File: src/rtl/veri_risc_core_if.sv
// Memory bus between the accumulator core (master) and memory/fabric (slave).
// req/ack handshake; a transfer completes on the edge where req and ack are both high.
interface veri_risc_core_if #(
  parameter int DWIDTH = 8,
  parameter int AWIDTH = 5
) ();
  logic              mem_req;
  logic              mem_we;
  logic [AWIDTH-1:0] mem_addr;
  logic [DWIDTH-1:0] mem_wdata;
  logic [DWIDTH-1:0] mem_rdata;
  logic              mem_ack;

  modport master (
    output mem_req, mem_we, mem_addr, mem_wdata,
    input  mem_rdata, mem_ack
  );

  modport slave (
    input  mem_req, mem_we, mem_addr, mem_wdata,
    output mem_rdata, mem_ack
  );
endinterface

File: src/rtl/veri_risc_core.sv
// Multi-cycle accumulator processor: FETCH/DECODE/EXEC/HALT over a handshaked bus,
// with resumable halt, sticky bus-timeout error and a retired-instruction counter.
module veri_risc_core #(
  parameter int DWIDTH    = 8,
  parameter int AWIDTH    = 5,
  parameter int RESET_PC  = 0,
  parameter int TIMEOUT   = 16,
  parameter int CNT_WIDTH = 16
) (
  input  logic                 clk,
  input  logic                 rst,
  input  logic                 go,
  veri_risc_core_if.master     bus,
  output logic                 halt,
  output logic                 bus_err,
  output logic [AWIDTH-1:0]    pc,
  output logic [DWIDTH-1:0]    ac,
  output logic [CNT_WIDTH-1:0] retired
);

  localparam int TW = (TIMEOUT > 1) ? $clog2(TIMEOUT) + 1 : 1;

  localparam logic [2:0] OP_HLT = 3'b000;
  localparam logic [2:0] OP_SKZ = 3'b001;
  localparam logic [2:0] OP_ADD = 3'b010;
  localparam logic [2:0] OP_AND = 3'b011;
  localparam logic [2:0] OP_XOR = 3'b100;
  localparam logic [2:0] OP_STO = 3'b110;
  localparam logic [2:0] OP_JMP = 3'b111;

  typedef enum logic [1:0] {S_FETCH, S_DECODE, S_EXEC, S_HALT} state_t;

  state_t                state_q, state_d;
  logic [AWIDTH-1:0]     pc_q, pc_d;
  logic [DWIDTH-1:0]     ac_q, ac_d;
  logic [DWIDTH-1:0]     ir_q, ir_d;
  logic [CNT_WIDTH-1:0]  ret_q, ret_d;
  logic                  halt_q, halt_d;
  logic                  err_q, err_d;
  logic                  req_q, req_d;
  logic                  we_q, we_d;
  logic [AWIDTH-1:0]     addr_q, addr_d;
  logic [DWIDTH-1:0]     wdata_q, wdata_d;
  logic [TW-1:0]         tmo_q, tmo_d;

  logic [2:0]            opcode;
  logic [AWIDTH-1:0]     opa;
  logic                  xfer;
  logic                  timed_out;

  function automatic logic [DWIDTH-1:0] alu(input logic [2:0] op,
                                            input logic [DWIDTH-1:0] a,
                                            input logic [DWIDTH-1:0] m);
    case (op)
      OP_ADD:  return a + m;
      OP_AND:  return a & m;
      OP_XOR:  return a ^ m;
      default: return m;
    endcase
  endfunction

  assign opcode    = ir_q[DWIDTH-1 -: 3];
  assign opa       = ir_q[AWIDTH-1:0];
  assign xfer      = req_q & bus.mem_ack;
  assign timed_out = (TIMEOUT > 0) && req_q && !bus.mem_ack && (tmo_q == TW'(TIMEOUT - 1));

  always_comb begin
    state_d = state_q;
    pc_d    = pc_q;
    ac_d    = ac_q;
    ir_d    = ir_q;
    ret_d   = ret_q;
    halt_d  = halt_q;
    err_d   = err_q;
    req_d   = req_q;
    we_d    = we_q;
    addr_d  = addr_q;
    wdata_d = wdata_q;
    // Wait counter restarts with every new request and only runs while stalled.
    tmo_d   = (TIMEOUT > 0 && req_q && !bus.mem_ack) ? tmo_q + 1'b1 : '0;

    case (state_q)
      S_FETCH: begin
        req_d  = 1'b1;
        we_d   = 1'b0;
        addr_d = pc_q;
        if (xfer) begin
          ir_d    = bus.mem_rdata;
          req_d   = 1'b0;
          state_d = S_DECODE;
        end
      end
      S_DECODE: begin
        pc_d    = pc_q + 1'b1;
        state_d = S_EXEC;
        // Outputs are registered, so the operand transfer is launched on entry to EXEC.
        if (opcode != OP_HLT && opcode != OP_SKZ && opcode != OP_JMP) begin
          req_d   = 1'b1;
          we_d    = (opcode == OP_STO);
          addr_d  = opa;
          wdata_d = ac_q;
        end
      end
      S_EXEC: begin
        case (opcode)
          OP_HLT: begin
            ret_d   = ret_q + 1'b1;
            halt_d  = 1'b1;
            state_d = S_HALT;
          end
          OP_SKZ: begin
            ret_d   = ret_q + 1'b1;
            if (ac_q == '0) pc_d = pc_q + 1'b1;
            req_d   = 1'b1;
            we_d    = 1'b0;
            addr_d  = pc_d;
            state_d = S_FETCH;
          end
          OP_JMP: begin
            ret_d   = ret_q + 1'b1;
            pc_d    = opa;
            req_d   = 1'b1;
            we_d    = 1'b0;
            addr_d  = opa;
            state_d = S_FETCH;
          end
          default: begin
            if (xfer) begin
              if (opcode != OP_STO) ac_d = alu(opcode, ac_q, bus.mem_rdata);
              ret_d   = ret_q + 1'b1;
              we_d    = 1'b0;
              addr_d  = pc_q;
              state_d = S_FETCH;
            end
          end
        endcase
      end
      S_HALT: begin
        if (go && !err_q) begin
          halt_d  = 1'b0;
          req_d   = 1'b1;
          we_d    = 1'b0;
          addr_d  = pc_q;
          state_d = S_FETCH;
        end
      end
      default: state_d = S_FETCH;
    endcase

    if (timed_out) begin
      req_d   = 1'b0;
      we_d    = 1'b0;
      err_d   = 1'b1;
      halt_d  = 1'b1;
      state_d = S_HALT;
    end
  end

  always_ff @(posedge clk or negedge rst) begin
    if (!rst) begin
      state_q <= S_FETCH;
      pc_q    <= AWIDTH'(RESET_PC);
      ac_q    <= '0;
      ir_q    <= '0;
      ret_q   <= '0;
      halt_q  <= 1'b0;
      err_q   <= 1'b0;
      req_q   <= 1'b0;
      we_q    <= 1'b0;
      addr_q  <= '0;
      wdata_q <= '0;
      tmo_q   <= '0;
    end else begin
      state_q <= state_d;
      pc_q    <= pc_d;
      ac_q    <= ac_d;
      ir_q    <= ir_d;
      ret_q   <= ret_d;
      halt_q  <= halt_d;
      err_q   <= err_d;
      req_q   <= req_d;
      we_q    <= we_d;
      addr_q  <= addr_d;
      wdata_q <= wdata_d;
      tmo_q   <= tmo_d;
    end
  end

  assign bus.mem_req   = req_q;
  assign bus.mem_we    = we_q;
  assign bus.mem_addr  = addr_q;
  assign bus.mem_wdata = wdata_q;
  assign halt          = halt_q;
  assign bus_err       = err_q;
  assign pc            = pc_q;
  assign ac            = ac_q;
  assign retired       = ret_q;

endmodule

File: src/flat_wrapper.sv
// flat-port wrapper written by rule: the top's interface ports become plain ports
module veri_risc_core_flat 
#(
  parameter int DWIDTH    = 8,
  parameter int AWIDTH    = 5,
  parameter int RESET_PC  = 0,
  parameter int TIMEOUT   = 16,
  parameter int CNT_WIDTH = 16
)
  (clk, rst, go, halt, bus_err, pc, ac, retired, bus_mem_req, bus_mem_we, bus_mem_addr, bus_mem_wdata, bus_mem_rdata, bus_mem_ack);
  veri_risc_core_if #(.DWIDTH(DWIDTH), .AWIDTH(AWIDTH)) bus_i ();
  input  logic clk;
  input  logic rst;
  input  logic go;
  output logic halt;
  output logic bus_err;
  output logic [AWIDTH-1:0] pc;
  output logic [DWIDTH-1:0] ac;
  output logic [CNT_WIDTH-1:0] retired;
  output wire logic [$bits(bus_i.mem_req)-1:0] bus_mem_req;
  output wire logic [$bits(bus_i.mem_we)-1:0] bus_mem_we;
  output wire logic [$bits(bus_i.mem_addr)-1:0] bus_mem_addr;
  output wire logic [$bits(bus_i.mem_wdata)-1:0] bus_mem_wdata;
  input wire logic [$bits(bus_i.mem_rdata)-1:0] bus_mem_rdata;
  input wire logic [$bits(bus_i.mem_ack)-1:0] bus_mem_ack;
  assign bus_mem_req = bus_i.mem_req;
  assign bus_mem_we = bus_i.mem_we;
  assign bus_mem_addr = bus_i.mem_addr;
  assign bus_mem_wdata = bus_i.mem_wdata;
  assign bus_i.mem_rdata = bus_mem_rdata;
  assign bus_i.mem_ack = bus_mem_ack;
  veri_risc_core #(.DWIDTH(DWIDTH), .AWIDTH(AWIDTH), .RESET_PC(RESET_PC), .TIMEOUT(TIMEOUT), .CNT_WIDTH(CNT_WIDTH)) u_core (.clk(clk), .rst(rst), .go(go), .bus(bus_i), .halt(halt), .bus_err(bus_err), .pc(pc), .ac(ac), .retired(retired));
endmodule
File: config.mk
export PLATFORM = sky130hd
export DESIGN_NAME = veri_risc_core_flat
export DESIGN_NICKNAME = d
export VERILOG_FILES = /design/src/rtl/veri_risc_core_if.sv /design/src/rtl/veri_risc_core.sv /design/src/flat_wrapper.sv
export SDC_FILE = /design/constraint.sdc
export NUM_CORES = 1
export LEC_CHECK = 0
export BUFFER_PORTS_ARGS = -buffer_cell sky130_fd_sc_hd__buf_4
export CAP_MARGIN = 10
export CORE_MARGIN = 4
export CORE_UTILIZATION = 62
export DETAILED_ROUTE_END_ITERATION = 16
export PLACE_DENSITY = 0.9
export SETUP_SLACK_MARGIN = 0.15
export SLEW_MARGIN = 0
export SYNTH_ARGS = -nofsm -noshare
export SYNTH_HDL_FRONTEND = slang
export SYNTH_SLANG_ARGS = --single-unit
File: constraint.sdc
create_clock -name clk -period 4.8 [get_ports clk]
set_clock_uncertainty 0.2 [all_clocks]
set_input_delay 1.2 -clock clk [delete_from_list [all_inputs] [get_ports clk]]
set_output_delay 1.2 -clock clk [all_outputs]
set_load 0.02 [all_outputs]
==> qor.txt <==
DRT
------------------------------------------------------------------------------------------
Drt pass-1 iters                                                                         7
Number of remaining DRC errors                                                           0
Starting DRT DRC Count                                                                 527
Total number of vias                                                                  3554
Total length of routed wires                                                       9920 µm
Via density per instance                                                              6.52
Wirelength per Cell                                                                18.2 µm
Remaining antenna violation count after routing                                          0

FLOORPLANNING
------------------------------------------------------------------------------------------
Die Y-Extent                                                                       86.8 µm
Count of boundary I/O pins                                                              58
Row count                                                                               28
Floorplan die width                                                                86.8 µm
Initial standard-cell utilization of the core                                        64.6%
Std-Cell Core Area                                                             0.00596 mm²
Area of the die                                                                0.00753 mm²

YOSYS
------------------------------------------------------------------------------------------
Number of distinct library cells after synthesis                                        65
Number of enable flip-flop cells after synthesis                                         0
Combined area of all synthesized cells                                         0.00385 mm²
Flip-flop cell with the highest count after synthesis                              dfrtp_1
Most area-consuming cells after synthesis                                     dfrtp_1, ha_1, mux2_2
Number of flip-flops and latches in the synthesized netlist                             61
Post-Synthesis Cells                                                                   417
List of most frequent post-synthesis cells                                    dfrtp_1, nand2_1, nor2_1, o21ai_0
Dominant cell by count in the synthesized netlist                                  dfrtp_1
Share of synthesized registers carrying an async set or reset                         100%
Cell type contributing the most total cell area after synthesis                    dfrtp_1
Number of warnings reported in the yosys synthesis log                                   0
Mean post-synth cell area                                                         9.23 µm²
Share of Yosys cell area claimed by the top area cell type                           39.7%
Sequential area share after synthesis                                                39.7%
Number of nets in the synthesized netlist                                              447

GLOBAL ROUTE
------------------------------------------------------------------------------------------
Largest net degree at the start of global routing                                       62
Via count of the first global-routing pass                                            3467
Initial antenna violation count                                                          0
Total global routing track utilization                                               28.1%
Aggregate global routing overflow                                                        0
Global-route wire length before repair                                            16600 µm

WORST HOLD PATH
------------------------------------------------------------------------------------------
Path category of the worst min-delay check                                      reg -> reg

STA
------------------------------------------------------------------------------------------
Final period utilization                                                             65.1%
Pins over their slew limit                                                               0
Setup repair after global routing missed its margin                                     no
Max_slew headroom                                                                    35.9%
Hold slack final                                                                  0.263 ns
Final Hold Fails                                                                         0
Final sum of negative setup slack                                                     0 ns
Setup violators final                                                                    0
Transition time of the tightest slew-check pin                                    0.961 ns
Clock period minus final worst setup slack                                         3.12 ns
Fmax                                                                               320 MHz

CLOCK TREE
------------------------------------------------------------------------------------------
Source-to-sink clock delay at the later pin of the worst-skew pair                 0.35 ns
H-tree Lvls                                                                              3
Inserted Clock Buffers                                                                   9
CTS resizes                                                                              0
Sink count of the clock tree                                                            61
Clock edge transition at the registers on the reported setup and hold paths        0.08 ns
Cts-stage hold buffer count                                                              0
Post-CTS setup buffers                                                                   0
CTS root buffer                                                                   clkbuf_8
Number of buffers on the longest clock path                                              2
CTS tree                                                                              done

PLACED DESIGN
------------------------------------------------------------------------------------------
IO buf count                                                                            57
Final Wtd Congestion                                                                 0.898
Detailed Place HPWL                                                                6880 µm

JOB
------------------------------------------------------------------------------------------
Number of max-cap violations                                                             0

FINISH
------------------------------------------------------------------------------------------
Proportion of layout cells with a drive suffix above 1                               20.6%
Utilization of the core after routing                                                75.0%
Area delta synth->final                                                              16.2%
Number of filler cells placed in the layout                                            456
Final net count                                                                        495
Number of inserted diodes                                                                0

WORST SETUP PATH
------------------------------------------------------------------------------------------
Sort of element at the end of the critical path                                       flop
CP Max Fanout                                                                           18
Ordered list of cells on the worst path                                       inv_1 -> ha_1 -> clkinv_1 -> nor3_1 -> and4b_2 -> o31ai_1 -> a21oi_1
Maximum single-stage delay on the critical path                                    0.65 ns
Data arrival time at the worst-slack endpoint                                      3.21 ns
Cell with the largest stage delay on the worst path                                 nor3_1
Critical Path Source Type                                                             flop
Data required time at the worst endpoint                                           4.88 ns
Setup CP Type                                                                   reg -> reg

STATUS
------------------------------------------------------------------------------------------
Outcome                                                                       finished clean

POWER AND IR DROP
------------------------------------------------------------------------------------------
Power Dens Cells                                                                707 mW/mm²
Total leakage power                                                                2.04 nW
Maximum ir drop on the vdd rail                                                   0.388 mV
Tot Pwr                                                                          0.00316 W

power by group:
group          internal, W  leakage, nW  switching [W]
Combinational     0.000716         1.17        0.00104
Sequential        0.000692        0.776       0.000259
Clock             0.000252       0.0964       0.000204
state kept, by name, summed over array words and instances (netlist names), 2 cells and up:
name	cells
u_core.retired	16
u_core.ac	8
u_core.bus.mem_wdata	8
u_core.ir_q	8
u_core.bus.mem_addr	5
u_core.pc	5
u_core.tmo_q	5
u_core.state_q	2
layout by cell type (no fill, tap or decap), types with 2 or more instances in the layout:
master    count
a211o_1       3
nor3_1        9
inv_1        12
o22a_1        2
xor2_1        4
buf_4        58
nor3b_1       3
mux2_2       16
nand3_1      21
clkbuf_1      2
nand2b_1      4
a32o_1        5
a221oi_1      3
a31oi_1       3
nor2_1       29
dfrtp_1      61
nand2_1      47
o41ai_1       2
o22ai_1       3
a21oi_1      21
nand4_1       7
mux2i_1       8
o31ai_1       5
o221ai_1      2
clkinv_2      2
clkbuf_8     10
a22o_1        2
ha_1         17
and3_1       10
a221o_1       3
xnor2_1      18
o21ai_0      29
o21bai_1      2
nor2b_1       8
o211ai_1      3
a211oi_1      3
and2_1        4
metrics by stage:
stage / std cells / instance area [µm²] / worst slack (ns)
after detailed placement: 529 / 4280 / 1.58
final: 545 / 4470 / 1.68
after CTS: 545 / 4470 / 1.77
after global routing: 545 / 4470 / 1.42
after floorplan: 417 / 3850 / 1.87
after global placement: 529 / 4280 / 1.67
per-layer routing:
metal	up-vias	track usage (%)	part of all wire (%)
met2	215	47.0	48
met3	36	4.56	8.1
met4	0	13.3	3.2
met1	1681	35.5	40
li1	1622	-	-
met5	-	0	0
critical path, delay by kind of cell (launching register included):
kind,cells,cell delay (ns)
adder cells (fa/ha/maj),1,0.60
AND/OR/NAND/NOR,2,0.98
buffers and inverters,2,0.62
AO/OA/AOI/OAI,2,0.24
flip-flops,1,0.42
cell families (layout without fill, tap and decap cells):
| logic type | Yosys count | in the layout | share of synthesized area, % |
|---|---|---|---|
| buffers and inverters | 34 | 87 | 3.87 |
| xor gates and xnor gates | 22 | 22 | 5.01 |
| AOI/OAI and AO/OA | 106 | 106 | 18.8 |
| DFF | 61 | 61 | 39.7 |
| muxes | 24 | 24 | 6.76 |
| and+or+nand+nor | 152 | 152 | 19.9 |
| adders and majority gates | 18 | 18 | 6.05 |
cell type report:
type	instances	area, µm²	share of cell area (%)
Tap cell	75	93.8	2.10
Clock buffer	12	145	3.25
Timing Repair Buffer	58	435	9.74
Sequential cell	61	1530	34.2
Inverter	13	48.8	1.09
Clock inverter	4	47.5	1.06
Multi-Input combinational cell	322	2170	48.6
worst paths after layout:
path                                    from                      to  slack (ns)  cells past startpoint
max reg2reg                u_core.state_q[0]  u_core.bus.mem_addr[2]        1.68                      7
max in group asynchronous                rst          u_core.ir_q[2]        3.19                      1
min reg2reg                  u_core.tmo_q[0]         u_core.tmo_q[0]        0.26                      1
max                        u_core.state_q[0]  u_core.bus.mem_addr[2]        1.68                      7
min                          u_core.tmo_q[0]         u_core.tmo_q[0]        0.26                      1
min in group asynchronous                rst  u_core.bus.mem_addr[2]        0.72                      1
Power figures use the tool's default switching activity.
